<file path="src/rtl/gpioemu_mulpop.sv">
// rtl/gpioemu_mulpop.sv - bus-mapped sequential multiply + popcount peripheral
module gpioemu_mulpop #(
  parameter int          ARG_W = 24,
  parameter int          RES_W = 32,
  parameter int          CNT_W = 16,
  parameter logic [15:0] BASE  = 16'h0380
) (
  input  logic        clk,
  input  logic        reset,
  input  logic [15:0] saddress,
  input  logic        srd,
  input  logic        swr,
  input  logic [31:0] sdata_in,
  output logic [31:0] sdata_out,
  output logic [31:0] gpio_out,
  output logic        done_pulse
);

  localparam int AW2 = 2 * ARG_W;
  localparam int LW  = $clog2(RES_W + 1);
  localparam int IW  = $clog2(ARG_W + 1);

  localparam logic [15:0] ADDR_ARG1 = BASE;
  localparam logic [15:0] ADDR_ARG2 = BASE + 16'h0008;
  localparam logic [15:0] ADDR_W    = BASE + 16'h0010;
  localparam logic [15:0] ADDR_L    = BASE + 16'h0018;
  localparam logic [15:0] ADDR_CTRL = BASE + 16'h0020;

  typedef enum logic [1:0] {
    S_IDLE,
    S_MULT,
    S_COUNT,
    S_DONE
  } state_t;

  state_t state, state_nxt;

  logic             srd_q, swr_q;
  logic             rd_edge, wr_edge;
  logic             sel_arg1, sel_arg2, sel_w, sel_l, sel_ctrl;
  logic             start;
  logic             busy, done, valid;
  logic [ARG_W-1:0] a1, a2;
  logic [AW2-1:0]   acc;
  logic [AW2-1:0]   m1;
  logic [ARG_W-1:0] m2;
  logic [IW-1:0]    bit_idx;
  logic             last_bit;
  logic [RES_W-1:0] w;
  logic [LW-1:0]    l;
  logic [CNT_W-1:0] op_count;
  logic [31:0]      rd_data;
  logic             do_start, do_mult, do_count, do_done;
  logic             unused_sdata;

  function automatic logic [LW-1:0] popcount(input logic [RES_W-1:0] v);
    logic [LW-1:0] n;
    n = '0;
    for (int k = 0; k < RES_W; k++) begin
      n = n + LW'(v[k]);
    end
    return n;
  endfunction

  // Accesses happen only on the rising edge of a strobe, so a held strobe acts once.
  assign rd_edge  = srd & ~srd_q;
  assign wr_edge  = swr & ~swr_q;

  assign sel_arg1 = (saddress == ADDR_ARG1);
  assign sel_arg2 = (saddress == ADDR_ARG2);
  assign sel_w    = (saddress == ADDR_W);
  assign sel_l    = (saddress == ADDR_L);
  assign sel_ctrl = (saddress == ADDR_CTRL);

  assign start    = wr_edge & sel_ctrl;
  assign busy     = (state != S_IDLE);
  assign last_bit = (bit_idx == IW'(ARG_W - 1));
  assign gpio_out = 32'(op_count);

  assign unused_sdata = ^sdata_in;

  always_ff @(posedge clk) begin
    if (reset) begin
      state <= S_IDLE;
    end else begin
      state <= state_nxt;
    end
  end

  always_comb begin
    state_nxt = state;
    case (state)
      S_IDLE:  if (start) state_nxt = S_MULT;
      S_MULT:  if (last_bit) state_nxt = S_COUNT;
      S_COUNT: state_nxt = S_DONE;
      S_DONE:  state_nxt = S_IDLE;
      default: state_nxt = S_IDLE;
    endcase
  end

  always_comb begin
    do_start = 1'b0;
    do_mult  = 1'b0;
    do_count = 1'b0;
    do_done  = 1'b0;
    case (state)
      S_IDLE:  do_start = start;
      S_MULT:  do_mult  = 1'b1;
      S_COUNT: do_count = 1'b1;
      S_DONE:  do_done  = 1'b1;
      default: ;
    endcase
  end

  always_comb begin
    rd_data = '0;
    if (sel_arg1) rd_data = 32'(a1);
    if (sel_arg2) rd_data = 32'(a2);
    if (sel_w)    rd_data = 32'(w);
    if (sel_l)    rd_data = 32'(l);
    if (sel_ctrl) rd_data = {29'b0, busy, done, valid};
  end

  always_ff @(posedge clk) begin
    if (reset) begin
      srd_q      <= 1'b0;
      swr_q      <= 1'b0;
      a1         <= '0;
      a2         <= '0;
      acc        <= '0;
      m1         <= '0;
      m2         <= '0;
      bit_idx    <= '0;
      w          <= '0;
      l          <= '0;
      valid      <= 1'b1;
      done       <= 1'b0;
      done_pulse <= 1'b0;
      op_count   <= '0;
      sdata_out  <= '0;
    end else begin
      srd_q      <= srd;
      swr_q      <= swr;
      done_pulse <= do_done;

      // Operand registers are frozen while an operation is in flight.
      if (wr_edge && !busy) begin
        if (sel_arg1) a1 <= sdata_in[ARG_W-1:0];
        if (sel_arg2) a2 <= sdata_in[ARG_W-1:0];
      end

      if (do_start) begin
        acc     <= '0;
        m1      <= AW2'(a1);
        m2      <= a2;
        bit_idx <= '0;
        done    <= 1'b0;
      end

      // Shifted working copies keep the visible operand registers intact.
      if (do_mult) begin
        if (m2[0]) acc <= acc + m1;
        m1      <= m1 << 1;
        m2      <= m2 >> 1;
        bit_idx <= bit_idx + IW'(1);
      end

      if (do_count) begin
        w     <= acc[RES_W-1:0];
        l     <= popcount(acc[RES_W-1:0]);
        valid <= ((acc >> RES_W) == '0);
      end

      if (do_done) begin
        done     <= 1'b1;
        op_count <= op_count + CNT_W'(1);
      end

      if (rd_edge) sdata_out <= rd_data;
    end
  end

endmodule

</file>
<file path="config.mk">
export PLATFORM = sky130hd
export DESIGN_NAME = gpioemu_mulpop
export DESIGN_NICKNAME = d
export VERILOG_FILES = /design/src/rtl/gpioemu_mulpop.sv
export SDC_FILE = /design/constraint.sdc
export NUM_CORES = 1
export LEC_CHECK = 0
export ABC_AREA = 1
export CORE_ASPECT_RATIO = 1.1
export CORE_MARGIN = 1.5
export CORE_UTILIZATION = 45
export DETAILED_ROUTE_END_ITERATION = 12
export HOLD_SLACK_MARGIN = 0.15
export MAX_ROUTING_LAYER = met4
export PLACE_DENSITY = 0.72
export SETUP_SLACK_MARGIN = 0.05
export SLEW_MARGIN = 15
export SYNTH_ARGS = -nofsm -noshare
export SYNTH_HDL_FRONTEND = slang
export SYNTH_SLANG_ARGS = --single-unit
</file>
<file path="constraint.sdc">
create_clock -name clk -period 5.5 [get_ports clk]
set_input_delay 1.1 -clock clk [delete_from_list [all_inputs] [get_ports clk]]
set_output_delay 1.1 -clock clk [all_outputs]
set_load 0.05 [all_outputs]
</file>
# [Word level (Yosys, flattened, before mapping)]
# Index checks and enable logic that the tools add are counted.
[classes] n_addsub=34 eq_ne=11 n_mux=23 bitwise_logic=5 n_reduce_logical=11
[op_table] operator="$mux W48" count=5
[op_table] operator="$add A6 B1 Y6" count=26
[op_table] operator="$mux W32" count=3
[op_table] operator="$eq A16 B10 Y1 const B" count=5
[op_table] operator="$add A48 B48 Y48" count=1
[op_table] operator="$logic_not A48 Y1" count=1
[op_table] operator="$mux W24" count=2
[op_table] operator="$mux W23" count=2
[op_table] operator="$add A16 B1 Y16 const B" count=1
[op_table] operator="$mux W5" count=2
[op_table] operator="$pmux W2 S4" count=1
[op_table] operator="$add A5 B1 Y6" count=1
[op_table] operator="$mux W1" count=6
[op_table] operator="$reduce_and A2 Y1" count=3
[op_table] operator="$reduce_bool A2 Y1" count=3
[op_table] operator="$add A4 B1 Y5" count=1
[op_table] operator="$add A5 B1 Y5 const B" count=1
[op_table] operator="$eq A5 B5 Y1 const B" count=1
[op_table] operator="$add A3 B1 Y4" count=1
[op_table] operator="$eq A2 B2 Y1 const B" count=2
[op_table] operator="$mux W2" count=2
[op_table] operator="$ne A2 B2 Y1 const B" count=2
[op_table] operator="$add A2 B1 Y3" count=1
[op_table] operator="$and A1 B1 Y1" count=3
[op_table] operator="7 further kinds" count=8
[totals] regBits=266 in_bits=52 out_inout_bits=65 word_cells=102

# [Longest topological paths before layout]
# Gate-level depths: netlist of run 1.
[depth] word_depth=31 mapped_depth=18 depth_no_buf=18

# [Worst setup path before layout of run 1]
# OpenSTA, ideal clock, no wires.
[synth_timing] path_kind="register -> register" from="reg acc[0]" to="reg l[4]" setup_time_ns=0.115 t_arrival_ns=4.349 required_time_ns=5.385 setup_slack_ns=1.036 path_stages_with_launch=15 n_path_buf=0 synth_period_minus_slack_ns=4.464 path_cell_list="dfxtp_1 -> inv_1 -> fa_1 -> fa_1 -> fa_1 -> fa_1 -> fa_1 -> fa_1 -> inv_1 -> ha_1 -> fa_1 -> a31oi_1 -> xor2_1 -> o21ai_0 -> inv_1"
[synth_between] elab_chain_len=31
[synth_rtl] element="start: declaration" line="44" text="logic [AW2-1:0] acc;"
[synth_rtl] element="start signal: assignment" line="162" text="if (m2[0]) acc <= acc + m1;"
[synth_rtl] element="$add A1 B1 Y2" line="60" text="n = n + LW'(v[k]);"
[synth_rtl] element="$add A2 B1 Y3" line="60"
[synth_rtl] element="$add A3 B1 Y4" line="60"
[synth_rtl] element="$add A4 B1 Y5" line="60"
[synth_rtl] element="$add A5 B1 Y6" line="60"
[synth_rtl] element="$add A6 B1 Y6 (26 in a row)" line="60"
[synth_rtl] element="end signal: assignment" line="170" text="l <= popcount(acc[RES_W-1:0]);"
[synth_rtl] element="end: declaration" line="50" text="logic [LW-1:0] l;"
# No other way between the ends.
# A chain may end at the register's enable or synchronous reset.

# [Final worst setup path of run 1]
[layout_timing] from="reg acc[11]" to="reg l[4]"
[layout_between] elab_chain_len=21
[layout_rtl] element="$add A6 B1 Y6 (21 in a row)" line="60"
# No other way between the ends.

==> insert_results.sql, run 1 <==
INSERT INTO impl_metrics (metric_group, metric, value, unit) VALUES
('setup_path', 'worst_ep_arrival_time', '5250', 'ps'),
('yosys', 'synth_sequential_area_ratio', '0.350', ''),
('finish', 'nNetsFinal', '2452', ''),
('routing', 'route.detailed.drc', '0', ''),
('finish', 'post-route-util', '0.522', ''),
('global_route', 'grt_pass1_wl', '73.2', 'mm'),
('setup_path', 'path_class', 'reg -> reg', ''),
('clocking', 'cts-htree-levels', '1', ''),
('clocking', 'master_cell_of_the_clock_root_buffer', 'clkbuf_16', ''),
('routing', 'drt-wirelength-per-cell', '16.6', 'um'),
('finish', 'drive_above_1_share', '0.0428', ''),
('routing', 'drt_iter0_drc', '1257', ''),
('global_route', 'gr-usage-met1', '0.363', ''),
('setup_path', 'slowest_delay', '670', 'ps'),
('routing', 'drtAntennaViolNets', '0', ''),
('floorplan', 'floorplan.die_area', '34900', 'sq um'),
('setup_path', 'critPathBufInv', '3', ''),
('run', 'drv.max_cap_violation_count', '0', ''),
('setup_path', 'slowest_stage', 'fa_1', ''),
('global_route', 'grt-busiest-layer', 'met2', ''),
('finish', 'final_common_cell', 'nand2_1', ''),
('sta', 'worst_pin_slew', '1180', 'ps'),
('power', 'power.ir.vdd_worst', '224', 'uV'),
('sta', 'fin_worst_skew', '8.55', 'ps'),
('setup_path', 'cp-start-kind', 'flip-flop', ''),
('sta', 'finalSetupTns', '0', 'ps'),
('run_status', 'run_status', 'finished clean', ''),
('global_route', 'global_route.usage.total', '0.272', ''),
('yosys', 'synth.distinct_cells', '50', ''),
('clocking', 'postCtsResizedCells', '0', ''),
('floorplan', 'placement_rows', '70', ''),
('finish', 'layoutNonFillerInstCount', '2769', ''),
('setup_path', 'critical_path.cell_chain', 'inv_1 > fa_1 > fa_1 > fa_1 > fa_1 > fa_1 > fa_1 > inv_1 > ha_1 > fa_1 > a31oi_1 > xor2_1 > o21ai_0 > inv_1', ''),
('finish', 'flow.area_growth_from_synthesis', '14.2', '%'),
('global_route', 'groute.layer.met2.usage', '0.421', ''),
('floorplan', 'die_y', '196', 'um'),
('power', 'leakage', '0.00752', 'uW'),
('clocking', 'clk_pin_slew_worst_paths', '60', 'ps'),
('floorplan', 'chipWidth', '178', 'um'),
('sta', 'worst_slew_margin', '0.209', ''),
('clocking', 'cts_hold_repair.buffers', '0', ''),
('setup_path', 'worst_ep_required_time', '5970', 'ps'),
('sta', 'fmaxAchievable', '209', 'MHz'),
('global_route', 'grt_overflow', '0', ''),
('floorplan', 'core_area', '33300', 'sq um'),
('routing', 'routed_via_density', '5.38', ''),
('yosys', 'synth_enable_flop_cells', '0', ''),
('global_route', 'number_of_antenna_violations_at_the_first_check_in_global_routing', '0', ''),
('floorplan', 'initial_utilization', '0.457', ''),
('yosys', 'average_cell_area_after_synthesis', '6.70', 'sq um'),
('clocking', 'tritoncts_clock_tree', 'yes', ''),
('routing', 'drt-pass1-iter-count', '5', ''),
('power', 'power_density', '299', 'nW/um^2'),
('sta', 'whs', '467', 'ps'),
('routing', 'vias', '14900', ''),
('setup_path', 'timing.critical_path.fanout_max', '3', ''),
('clocking', 'clock_insertion_delay_worst_skew', '580', 'ps'),
('yosys', 'synthesis.area', '15200', 'sq um'),
('routing', 'detail_route.wirelength', '45.9', 'mm'),
('placement', 'io_buffer_count', '92', ''),
('yosys', 'synth_async_sr_flop_share', '0', ''),
('sta', 'finalHoldViolCount', '0', ''),
('setup_path', 'worst_path_most_repeated_cell', 'fa_1', ''),
('sta', 'timing.final.ws_setup', '714', 'ps'),
('yosys', 'yosys_register_bits', '266', ''),
('setup_path', 'path_delay_family', 'adder cells', ''),
('floorplan', 'top_level_ports', '117', ''),
('placement', 'place_congestion', '0.958', ''),
('clocking', 'cts_setup_buffers', '0', ''),
('finish', 'most-common-layout-cells', '609 x nand2_1, 332 x inv_1, 266 x dfxtp_1', ''),
('yosys', 'ys_dominant_reg_cell', 'dfxtp_1', '');
==> synth_stat cells (6+ instances only) <==
cell type	count	area, sq um
nand2_1	609	2290
inv_1	333	1250
dfxtp_1	266	5330
a21oi_1	257	1290
o21ai_0	156	781
nor2_1	144	541
nand3_1	106	531
clkbuf_1	75	282
ha_1	61	763
a31oi_1	30	188
nor3_1	26	130
fa_1	25	500
o221ai_1	23	201
buf_4	21	158
nand4_1	17	106
o21ai_1	16	80.1
o21bai_1	11	82.6
buf_2	8	40.0
or2_2	7	43.8
xor2_1	7	61.3
a22oi_1	6	45.0
==> per-layer routing <==
| layer | vias up | part of all wire |
|---|---|---|
| met5 | - | 0 |
| met3 | 90 | 0.066 |
| met2 | 468 | 0.45 |
| met1 | 6946 | 0.46 |
| li1 | 7388 | - |
| met4 | 0 | 0.032 |
==> through the flow <==
stage               cell area [sq um]  total power [uW]
floorplan                       15300              2770
global placement                16300              3070
detailed placement              16300              3080
CTS                             17400              5210
global route                    17400              5400
finish                          17400              5200
==> worst paths after layout <==
kind | start | endpoint | slack (ps) | cells past startpoint
setup / recovery | acc[11] | l[4] | 710 | 14
hold / removal | sdata_out[16] | sdata_out[16] | 470 | 2
hold reg to reg | sdata_out[16] | sdata_out[16] | 470 | 2
setup reg to reg | acc[11] | l[4] | 710 | 14
==> final cells by class <==
| type | count | area [sq um] |
|---|---|---|
| clock buffers | 37 | 816 |
| clock inverters | 17 | 236 |
| fillers | 3285 | 15900 |
| inverters | 335 | 1260 |
| multi-input cells | 1573 | 8160 |
| flip-flops and latches | 266 | 5330 |
| well taps | 432 | 541 |
| repair buffers | 109 | 1050 |
==> worst min-delay path: stages (launching register included) <==
cell     delay (ps)
dfxtp_1         310
nand2_1          60
a21oi_1          50
==> power by group <==
group	total [uW]	switching, uW	leakage [uW]	internal [uW]
combinational	900	664	0.00486	236
sequential	2160	103	0.00215	2060
clock	2140	850	0.000515	1290
total	5200	1620	0.00752	3580
==> state kept, by name (all words and copies together) (netlist names), 2 cells and up <==
register	flops
acc	48
a2	24
op_count	16
state	2
a1	24
sdata_out	32
m2	24
m1	48
w	32
l	6
bit_idx	5
==> cells by family (layout without fill, tap and decap cells) <==
kind of cell	Yosys count	count (layout)	synth area share
adder cells (fa/ha/maj)	86	86	0.0830
other	1	16	0.000246
XOR/XNOR	10	10	0.00576
buffers and inverters	446	498	0.118
AND/OR/NAND/NOR	939	939	0.257
AO/OA/AOI/OAI	522	522	0.187
flip-flops	266	266	0.350
Note: power is estimated with default switching activity, not from simulation.
==> inputs of run 2 (changes only) <==
Settings changed: CTS_CLUSTER_DIAMETER set to 120.
==> results of run 2 <==
The final DEF is identical to that of run 1; final timing and power are the same.
